[src/rtl/uart_mmio_pkg.sv]
// Shared definitions for the memory-mapped UART transmitter:
// register offsets, status bit positions and the serial FSM state type.
package uart_mmio_pkg;

    localparam logic [31:0] TXDATA_OFS = 32'h0000_0000;
    localparam logic [31:0] STATUS_OFS = 32'h0000_0004;

    localparam int ST_FULL_BIT  = 0;
    localparam int ST_EMPTY_BIT = 1;
    localparam int ST_BUSY_BIT  = 2;
    localparam int ST_OVF_BIT   = 3;
    localparam int ST_COUNT_LSB = 8;
    localparam int ST_COUNT_MSB = 15;

    typedef enum logic [1:0] {IDLE, START, DATA, STOP} uart_state_t;

    // Assemble the STATUS word; every bit not listed here reads as 0.
    function automatic logic [31:0] packStatus(input logic       full,
                                               input logic       empty,
                                               input logic       busy,
                                               input logic       ovf,
                                               input logic [7:0] count);
        logic [31:0] s;
        s = '0;
        s[ST_FULL_BIT]                = full;
        s[ST_EMPTY_BIT]               = empty;
        s[ST_BUSY_BIT]                = busy;
        s[ST_OVF_BIT]                 = ovf;
        s[ST_COUNT_MSB:ST_COUNT_LSB]  = count;
        return s;
    endfunction

endpackage

[src/rtl/uart_tx_mmio_if.sv]
// Data-memory bus strobes seen by the UART, plus its decode/readback outputs.
interface uart_tx_mmio_if;

    logic        memwrite;
    logic [31:0] dataadr;
    logic [31:0] writedata;
    logic        memwidth;
    logic        hit;
    logic [31:0] rdata;

    modport master (
        output memwrite, dataadr, writedata, memwidth,
        input  hit, rdata
    );

    modport slave (
        input  memwrite, dataadr, writedata, memwidth,
        output hit, rdata
    );

endinterface

[src/rtl/sync_fifo.sv]
// Single-clock show-ahead FIFO: rdata_o is the head entry whenever non-empty.
// A push while full is accepted only when a pop happens on the same edge.
module sync_fifo #(
    parameter int WIDTH = 8,
    parameter int DEPTH = 4
) (
    input  logic                     clk_i,
    input  logic                     reset_i,
    input  logic                     push_i,
    input  logic                     pop_i,
    input  logic [WIDTH-1:0]         wdata_i,
    output logic [WIDTH-1:0]         rdata_o,
    output logic                     full_o,
    output logic                     empty_o,
    output logic [$clog2(DEPTH):0]   count_o
);

    localparam int AW = $clog2(DEPTH);

    logic [WIDTH-1:0] mem_q [DEPTH];
    logic [AW-1:0]    wrPtr_q;
    logic [AW-1:0]    rdPtr_q;
    logic [AW:0]      count_q;
    logic             popOk;
    logic             pushOk;

    assign popOk   = pop_i && (count_q != '0);
    assign pushOk  = push_i && ((count_q != (AW+1)'(DEPTH)) || popOk);
    assign full_o  = (count_q == (AW+1)'(DEPTH));
    assign empty_o = (count_q == '0);
    assign count_o = count_q;
    assign rdata_o = mem_q[rdPtr_q];

    // Storage array; no reset needed since count gates validity.
    always_ff @(posedge clk_i) begin
        if (pushOk) begin
            mem_q[wrPtr_q] <= wdata_i;
        end
    end

    // Pointers wrap naturally because DEPTH is a power of two.
    always_ff @(posedge clk_i) begin
        if (reset_i) begin
            wrPtr_q <= '0;
            rdPtr_q <= '0;
            count_q <= '0;
        end else begin
            if (pushOk) begin
                wrPtr_q <= wrPtr_q + AW'(1);
            end
            if (popOk) begin
                rdPtr_q <= rdPtr_q + AW'(1);
            end
            case ({pushOk, popOk})
                2'b10:   count_q <= count_q + (AW+1)'(1);
                2'b01:   count_q <= count_q - (AW+1)'(1);
                default: count_q <= count_q;
            endcase
        end
    end

endmodule

[src/rtl/uart_tx_mmio.sv]
// Memory-mapped 8N1 UART transmitter. Stores to TXDATA queue a byte in the
// FIFO; STATUS reads back full/empty/busy/overflow/count combinationally.
module uart_tx_mmio
    import uart_mmio_pkg::*;
#(
    parameter logic [31:0] BASE_ADDR    = 32'hFFFF_0000,
    parameter int          CLKS_PER_BIT = 16,
    parameter int          FIFO_DEPTH   = 4
) (
    input  logic           clk,
    input  logic           reset,
    uart_tx_mmio_if.slave  bus,
    output logic           tx
);

    localparam int             CW        = $clog2(CLKS_PER_BIT);
    localparam int             FW        = $clog2(FIFO_DEPTH);
    localparam logic [CW-1:0]  LAST_TICK = CW'(CLKS_PER_BIT - 1);

    uart_state_t    state_q;
    logic [CW-1:0]  bitCnt_q;
    logic [2:0]     bitIdx_q;
    logic [7:0]     shift_q;
    logic           tx_q;
    logic           overflow_q;
    logic           overflow_d;

    logic           wrTxData;
    logic           wrStatus;
    logic           lastTick;
    logic           fifoPop;
    logic           pushDropped;
    logic           fifoFull;
    logic           fifoEmpty;
    logic [FW:0]    fifoCount;
    logic [7:0]     fifoData;
    logic           unusedBits;

    assign wrTxData    = bus.memwrite && (bus.dataadr == BASE_ADDR + TXDATA_OFS);
    assign wrStatus    = bus.memwrite && (bus.dataadr == BASE_ADDR + STATUS_OFS);
    assign lastTick    = (bitCnt_q == LAST_TICK);
    assign fifoPop     = !fifoEmpty && ((state_q == IDLE) || ((state_q == STOP) && lastTick));
    assign pushDropped = wrTxData && fifoFull && !fifoPop;

    // Only the low byte is transmitted and sb/sw behave identically.
    assign unusedBits  = ^{bus.writedata[31:8], bus.memwidth};

    assign bus.hit   = (bus.dataadr[31:3] == BASE_ADDR[31:3]);
    assign bus.rdata = (bus.dataadr == BASE_ADDR + STATUS_OFS)
                     ? packStatus(fifoFull, fifoEmpty, (state_q != IDLE), overflow_q, 8'(fifoCount))
                     : '0;
    assign tx        = tx_q;

    sync_fifo #(
        .WIDTH (8),
        .DEPTH (FIFO_DEPTH)
    ) u_fifo (
        .clk_i   (clk),
        .reset_i (reset),
        .push_i  (wrTxData),
        .pop_i   (fifoPop),
        .wdata_i (bus.writedata[7:0]),
        .rdata_o (fifoData),
        .full_o  (fifoFull),
        .empty_o (fifoEmpty),
        .count_o (fifoCount)
    );

    // Sticky overflow: a dropped push outranks a clearing STATUS write.
    always_comb begin
        overflow_d = overflow_q;
        if (pushDropped) begin
            overflow_d = 1'b1;
        end else if (wrStatus) begin
            overflow_d = 1'b0;
        end
    end

    // Overflow flag register.
    always_ff @(posedge clk) begin
        if (reset) begin
            overflow_q <= 1'b0;
        end else begin
            overflow_q <= overflow_d;
        end
    end

    // Serial framer: start bit, 8 data bits LSB first, stop bit; the next
    // queued byte is popped on the last stop tick so frames run contiguously.
    always_ff @(posedge clk) begin
        if (reset) begin
            state_q  <= IDLE;
            bitCnt_q <= '0;
            bitIdx_q <= '0;
            shift_q  <= '0;
            tx_q     <= 1'b1;
        end else begin
            case (state_q)
                IDLE: begin
                    tx_q     <= 1'b1;
                    bitCnt_q <= '0;
                    if (!fifoEmpty) begin
                        shift_q <= fifoData;
                        state_q <= START;
                        tx_q    <= 1'b0;
                    end
                end
                START: begin
                    if (lastTick) begin
                        bitCnt_q <= '0;
                        bitIdx_q <= '0;
                        state_q  <= DATA;
                        tx_q     <= shift_q[0];
                    end else begin
                        bitCnt_q <= bitCnt_q + CW'(1);
                    end
                end
                DATA: begin
                    if (lastTick) begin
                        bitCnt_q <= '0;
                        if (bitIdx_q == 3'd7) begin
                            state_q <= STOP;
                            tx_q    <= 1'b1;
                        end else begin
                            bitIdx_q <= bitIdx_q + 3'd1;
                            shift_q  <= {1'b0, shift_q[7:1]};
                            tx_q     <= shift_q[1];
                        end
                    end else begin
                        bitCnt_q <= bitCnt_q + CW'(1);
                    end
                end
                STOP: begin
                    if (lastTick) begin
                        bitCnt_q <= '0;
                        if (!fifoEmpty) begin
                            shift_q <= fifoData;
                            state_q <= START;
                            tx_q    <= 1'b0;
                        end else begin
                            state_q <= IDLE;
                            tx_q    <= 1'b1;
                        end
                    end else begin
                        bitCnt_q <= bitCnt_q + CW'(1);
                    end
                end
                default: begin
                    state_q <= IDLE;
                    tx_q    <= 1'b1;
                end
            endcase
        end
    end

endmodule

[src/flat_wrapper.sv]
// flat-port wrapper written by rule: the top's interface ports become plain ports
module uart_tx_mmio_flat import uart_mmio_pkg::*;
#(
    parameter logic [31:0] BASE_ADDR    = 32'hFFFF_0000,
    parameter int          CLKS_PER_BIT = 16,
    parameter int          FIFO_DEPTH   = 4
)
  (clk, reset, tx, bus_memwrite, bus_dataadr, bus_writedata, bus_memwidth, bus_hit, bus_rdata);
  uart_tx_mmio_if bus_i ();
  input  logic clk;
  input  logic reset;
  output logic tx;
  input wire logic [$bits(bus_i.memwrite)-1:0] bus_memwrite;
  input wire logic [$bits(bus_i.dataadr)-1:0] bus_dataadr;
  input wire logic [$bits(bus_i.writedata)-1:0] bus_writedata;
  input wire logic [$bits(bus_i.memwidth)-1:0] bus_memwidth;
  output wire logic [$bits(bus_i.hit)-1:0] bus_hit;
  output wire logic [$bits(bus_i.rdata)-1:0] bus_rdata;
  assign bus_i.memwrite = bus_memwrite;
  assign bus_i.dataadr = bus_dataadr;
  assign bus_i.writedata = bus_writedata;
  assign bus_i.memwidth = bus_memwidth;
  assign bus_hit = bus_i.hit;
  assign bus_rdata = bus_i.rdata;
  uart_tx_mmio #(.BASE_ADDR(BASE_ADDR), .CLKS_PER_BIT(CLKS_PER_BIT), .FIFO_DEPTH(FIFO_DEPTH)) u_core (.clk(clk), .reset(reset), .bus(bus_i), .tx(tx));
endmodule
[config.mk]
export PLATFORM = sky130hd
export DESIGN_NAME = uart_tx_mmio_flat
export DESIGN_NICKNAME = d
export VERILOG_FILES = /design/src/rtl/uart_mmio_pkg.sv /design/src/rtl/uart_tx_mmio_if.sv /design/src/rtl/sync_fifo.sv /design/src/rtl/uart_tx_mmio.sv /design/src/flat_wrapper.sv
export SDC_FILE = /design/constraint.sdc
export NUM_CORES = 1
export LEC_CHECK = 0
export CAP_MARGIN = 20
export CELL_PAD_IN_SITES_DETAIL_PLACEMENT = 1
export CELL_PAD_IN_SITES_GLOBAL_PLACEMENT = 1
export CORE_ASPECT_RATIO = 1.25
export CORE_MARGIN = 4
export CORE_UTILIZATION = 30
export DETAILED_ROUTE_END_ITERATION = 12
export GPL_TIMING_DRIVEN = 1
export PLACE_DENSITY_LB_ADDON = 0.12
export SYNTH_ARGS = -nofsm -noshare
export SYNTH_HDL_FRONTEND = slang
export SYNTH_SLANG_ARGS = --single-unit
[constraint.sdc]
create_clock -name clk -period 2.9 [get_ports clk]
set_input_delay 0.435 -clock clk [delete_from_list [all_inputs] [get_ports clk]]
set_output_delay 0.435 -clock clk [all_outputs]
set_load 0.01 [all_outputs]
* Word level (Yosys, flattened, before mapping) *
Memory sizes are Yosys's and may differ from the RTL's. A register that Yosys moved wholly into a read port is not among the register bits.
Index checks and enable logic that the tools add are counted.

operators by class
  add/sub/neg operators = 6
  multipliers = 0
  divide/modulo/power cells = 0
  magnitude comparators = 0
  equal/unequal tests = 18
  shift operators = 0
  muxes and demuxes = 32
  bitwise logic cells = 0
  reduce and logical (&&, ||, !) cells = 25

operator list
  kind                    count
  $eq A32 B32 Y1 const B  2
  $mux W8                 4
  $eq A29 B29 Y1 const B  1
  $pmux W8 S3             1
  $mux W2                 7
  $pmux W3 S2             2
  $mux W11                1
  $mux W1                 10
  $mux W3                 3
  $logic_and A1 B1 Y1     8
  $ne A2 B1 Y1 const B    4
  $pmux W2 S4             1
  $pmux W4 S2             1
  $reduce_and A4 Y1       2
  $reduce_bool A2 Y1      4
  $add A3 B1 Y3 const B   2
  $eq A2 B2 Y1 const B    3
  $eq A3 B3 Y1 const B    2
  $reduce_bool A3 Y1      2
  $reduce_and A5 Y1       1
  $add A2 B1 Y2 const B   2
  $add A4 B1 Y4 const B   1
  $eq A2 B1 Y1 const B    2
  $eq A4 B4 Y1 const B    1
  11 further kinds        14

word-level totals
  register bits after elaboration = 26
  latch bits = 0
  memory bits (writable) = 32
  memory bits (read-only) = 0
  bits of input ports = 68
  word-level logic and storage cells = 91
  memories kept = 1

memory list
  name                 words  width  rd ports  clocked after Yosys merged registers in  wr ports  line             text
  u_core.u_fifo.mem_q  4      8      1         1                                        1         sync_fifo.sv:20  logic [WIDTH-1:0] mem_q [DEPTH];

* Logic depth before layout (Yosys ltp) *
  depth in word-level cells = 9
  depth in mapped cells = 12
  depth with buffers taken out = 12

* Modules after synthesis *
Synthesis repeated with hierarchy kept, for this count alone.

unflattened totals
  cell total of the unflattened synthesis = 266
  area, all modules = 3,031.7 µm²

modules (own cells, without submodules)
  module        times used  cells each  area each (µm²)  seq. area each (µm²)
  sync_fifo     1           101         1,691.6          1,141.1
  uart_tx_mmio  1           165         1,340.0          380.4

* Worst setup path after synthesis *
No wires, ideal clock.

  path kind = register -> register
  start point = register u_core.state_q[1]
  end point = register u_core.u_fifo.count_q[2] (netlist: u_core.u_fifo.count_o[2])
  arrival time = 2,430 ps
  setup slack = 400 ps
  stages on the path, launching flop included = 13
  buffers on the path = 0
  period minus slack after synthesis = 2,500 ps
  path through = dfxtp_1 inv_1 ha_1 a41oi_1 a31o_2 nor3_1 inv_1 ha_1 inv_1 fa_1 xor2_1 or3_1 a21oi_1

between the ends
  longest elaborated chain between the ends = 9
  elaborated cells on any way between the ends = 12
  classes of those cells = eq/ne: 3; mux: 1; reduce/logical: 8

RTL lines
  what                                                      line                 text
  start, declared                                           uart_tx_mmio.sv:20   uart_state_t state_q;
  start signal, assigned                                    uart_tx_mmio.sv:92   state_q <= IDLE;
  start signal, assigned                                    uart_tx_mmio.sv:104  state_q <= START;
  start signal, assigned                                    uart_tx_mmio.sv:112  state_q <= DATA;
  $eq A2 B2 Y1                                              uart_tx_mmio.sv:42   assign fifoPop = !fifoEmpty && ((state_q == IDLE) || ((state_q == STOP) && lastTick));
  $logic_and A1 B1 Y1                                       uart_tx_mmio.sv:42
  $logic_or A1 B1 Y1 (*)                                    uart_tx_mmio.sv:42
  $logic_and A1 B1 Y1 (*)                                   uart_tx_mmio.sv:42
  $logic_and A1 B1 Y1 (*)                                   sync_fifo.sv:27      assign popOk = pop_i && (count_q != '0);
  $logic_or A1 B1 Y1                                        sync_fifo.sv:28      assign pushOk = push_i && ((count_q != (AW+1)'(DEPTH)) || popOk);
  $logic_and A1 B1 Y1                                       sync_fifo.sv:28
  $eq A2 B1 Y1 / $eq A2 B2 Y1 (equally long branches)       sync_fifo.sv:54      case ({pushOk, popOk})
  $pmux W3 S2 / $reduce_bool A2 Y1 (equally long branches)  --
  end signal, assigned                                      sync_fifo.sv:55      2'b10: count_q <= count_q + (AW+1)'(1);
  end signal, assigned                                      sync_fifo.sv:56      2'b01: count_q <= count_q - (AW+1)'(1);
  end signal, assigned                                      sync_fifo.sv:57      default: count_q <= count_q;
  end, declared                                             sync_fifo.sv:23      logic [AW:0] count_q;

Every way passes the cells marked *; elsewhere a longest branch is shown, timed or not.
A chain may end at the register's enable or synchronous reset.

* Worst setup path in the final report *
  start point = input bus_dataadr[30]
  end point = output bus_rdata[0]

between the ends
  longest elaborated chain between the ends = 2

RTL lines
  what             line                text
  start, declared  flat_wrapper.sv:14  input wire logic [$bits(bus_i.dataadr)-1:0] bus_dataadr;
  $eq A32 B32 Y1   uart_tx_mmio.sv:49  assign bus.rdata = (bus.dataadr == BASE_ADDR + STATUS_OFS)
  $mux W11         uart_tx_mmio.sv:50  ? packStatus(fifoFull, fifoEmpty, (state_q != IDLE), overflow_q, 8'(fifoCount))
  end, declared    flat_wrapper.sv:18  output wire logic [$bits(bus_i.rdata)-1:0] bus_rdata;

No other way between the ends.

==> results.md <==
* Status: finished, final reports clean
* Fin. Hold Viols at 0
* Die Y at 119.1 µm
* Max Cap Viol at 0
* Setup CP Type: input pin to primary output
* Routed Antenna Nets at 0
* Cell family with most CP delay: buffers and inverters
* Syn Inst Count at 250
* Period utilization at 0.9890
* Worst slew margin at 0.6198
* CTS clock-pin slew for the worst setup and hold paths at 50 ps
* Area leader, netlist: edfxtp_1
* Die width at 96.91 µm
* Critical Path RT at 2470 ps
* Largest family of logic cells by synthesized area: simple AND/OR/NAND/NOR gates
* GPL Wtd Cong at 0.7306
* Crit start category: input pin
* Post-DP Area at 3650 µm²
* Inserted Clock Buffers at 9
* Routed wire length per instance at 14.39 µm
* Synth area leaders: edfxtp_1 32%, dfxtp_1 19%, buf_4 6.3%, mux4_2 6.1%, ha_1 5.5%
* Worst skew pair latency at 320 ps
* CTS tree: yes
* Post-DP HPWL at 4.921 mm
* First-pass GRT wire length at 10.92 mm
* Worst setup EP type: primary output
* Worst path bufs/invs at 3
* TritonRoute pass-1 iters at 4
* VDD IR max at 330.9 µV
* Crit Path Max Fanout at 3
* Compound-Gate Fraction of Synth Area at 0.08527
* Total Routed Length at 6.517 mm
* Remaining DRCs at 0
* Core Box Area at 9609 µm²
* Clock skew at 4.410 ps
* RSZ-0062 raised after global routing: true
* Simple logic cell fraction of the synthesized area at 0.1338
* Vias in the first global route at 2255
* Setup TNS at 0 ps
* Hold WC Path Type: flop to flop
* Clock root buffer: clkbuf_16
* Worst-margin pin slew at 568.5 ps
* Layout fillers at 1063
* XOR/XNOR share of the synthesized area at 0.01773
* Die area at 11540 µm²
* Vias at 2079
* Flops & latches, synth at 60
* Crit path largest cell delay at 540 ps
* Syn Area/Cell at 11.86 µm²
* Fmax at 348.7 MHz
* Sequential fraction of the synthesis area at 0.5133
* DP Cell Count at 438
* PwrDens at 575.4 nW/µm²
* Synthesized area at 2964 µm²
* Cell area after layout at 4000 µm²
* Nets at 405
* Pins Over Slew Limit at 0
* Synth Area in Adders at 0.06163
* Global-route usage over all layers at 0.1207
* Multiplexer share of the synthesized area at 0.09793
* # rows at 40
* Number of flops mapped to enable cells by yosys at 32
* Setup-failing EPs final at 0
* Starting Density at 0.3085
* Top cell type's share of synthesized area at 0.3242
* Fin crit period at 2868 ps
* Reg2Reg Depth at 12
* Count of non-filler cells in the finished layout at 453
* Sink Count at 60
* Via density per instance at 4.589
* Slowest CP cell: clkdlybuf4s50_1
* Share of layout cells above drive strength 1 at 0.1529
* Io pins at 102
* Largest net degree at the start of global routing at 17
* Remaining global-route overflow at 0
* Max clock buf depth at 2
* # diodes at 0
* Initial antenna violation count at 0
* IO Port Bufs at 51
* Worst Hold Path Cells at 1
* Setup Buffers After CTS at 0
* Iter 0 DRT Violations at 68
* Synth Warn # at 0
* Asr flop ratio synth at 0
* Cell variety after synth at 49
* Critical path cell sequence: clkdlybuf4s50_1, nor4bb_2, buf_4, and3_1, and4_4, and3_1, clkdlybuf4s50_1
* Critical Path AT at 2430 ps
* Primary FF master, synth: edfxtp_1
* Syn-to-layout area delta at 34.95%
* Leakage at 1.528 nW
* Number of cells on the critical path at 7
* # H-tree levels at 3
worst reg2reg max path, stage by stage, from the launching register on:
cell and delay, ps:
dfxtp_1 400, inv_1 100, ha_1 240, a41oi_1 280, a31o_2 230, nor3_1 70
inv_1 60, ha_1 150, inv_1 50, fa_1 370, xor2_1 160, or3_1 300
a21oi_1 150
flip-flops by register name, summed over array words and instances, names as in the netlist, named ones only:
name	cells
u_core.bitCnt_q	4
u_core.bitIdx_q	3
u_core.overflow_q	1
u_core.shift_q	8
u_core.state_q	2
u_core.tx	1
u_core.u_fifo.count_o	3
u_core.u_fifo.mem_q	32
u_core.u_fifo.rdPtr_q	2
u_core.u_fifo.wrPtr_q	2
path summary, 6_finish.rpt:
kind                                          from                  endpoint  slack, ps
worst min-delay path            u_core.bitCnt_q[0]        u_core.bitCnt_q[0]        450
worst max-delay path               bus_dataadr[30]              bus_rdata[0]         30
worst min register to register  u_core.bitCnt_q[0]        u_core.bitCnt_q[0]        450
worst max register to register   u_core.state_q[1]  u_core.u_fifo.count_o[2]        250
cells in the mapped netlist (2+ instances only):
cell type / instances
a211oi_1: 8
a21oi_1: 13
a31oi_1: 2
and2_1: 9
and3_1: 3
and4_1: 5
and4b_1: 2
buf_1: 2
buf_4: 25
clkbuf_1: 5
dfxtp_1: 28
edfxtp_1: 32
ha_1: 13
inv_1: 9
mux2i_1: 11
mux4_2: 8
nand2_1: 3
nand2b_1: 2
nand3_1: 3
nand4_1: 5
nor2_1: 21
nor3_1: 5
nor4_1: 2
o21ai_0: 2
o21ai_1: 2
o31ai_1: 2
or3_1: 2
xnor2_1: 3
xor2_1: 3
timing repair:
item,4_1_cts,5_1_grt
hold buffers,0,0
gates resized for setup,1,10
pin swaps,0,1
setup endpoints to repair,7,8
cell families after synthesis:
family                     after synthesis
and+or+nand+nor                         69
DFF                                     60
buffers and inverters                   43
AOI/OAI and AO/OA                       38
muxes                                   19
adders and majority gates               14
xor gates and xnor gates                 6
other                                    1
power by group:
part           internal (W)  switching, W
logic              0.000143      0.000148
registers          0.000912     0.0000114
clock network      0.000738      0.000350
total               0.00179      0.000509
layer usage:
| metal | GRT usage | share of wire | vias to the layer above | wire (µm) |
|---|---|---|---|---|
| li1 | - | - | 1021 | - |
| met1 | 0.1327 | 0.40 | 1007 | 2625 |
| met2 | 0.2155 | 0.54 | 44 | 3544 |
| met4 | 0.03951 | 0.0097 | 0 | 63 |
| met5 | 0 | 0 | - | 0 |
| met3 | 0.04277 | 0.043 | 7 | 283 |
area by class of cell:
type	instances	area [µm²]	share of cell area
Timing Repair Buffer	72	683.2	0.1708
Sequential cell	60	1521	0.3804
Clock buffer	9	225.2	0.05630
Clock inverter	6	80.08	0.02002
Multi-Input combinational cell	171	1299	0.3247
Inverter	9	33.78	0.008445
Tap cell	126	157.7	0.03941
metrics by stage:
stage                     hold WS (ps)  power, W  utilization  worst slack (ps)
after CTS                        450.8  0.002338       0.4122             8.699
final                            449.5  0.002302       0.4163             31.87
after detailed placement         439.3  0.001229       0.3798            -113.3
after global routing             478.9  0.002427       0.4163            -96.44
after global placement           432.8  0.001228       0.3798            -101.2
after floorplan                  417.5  0.001113            -             400.0
cell usage in the layout (no fill, tap or decap), types with 4 or more instances in the layout:
cell type        synthesis  layout
dlymetal6s2s_1           0       6
nor3_1                   5       5
clkbuf_16                0       9
nor2_1                  21      21
nand4_1                  5       5
edfxtp_1                32      32
a21oi_1                 13      13
and2_1                   9       9
conb_1                   1      25
buf_4                   25      21
and4_1                   5       4
dfxtp_1                 28      28
a211oi_1                 8       8
mux4_2                   8       8
clkdlybuf4s50_1          0      45
inv_1                    9       9
ha_1                    13      13
mux2i_1                 11      11
(Power assumes the default switching activity.)
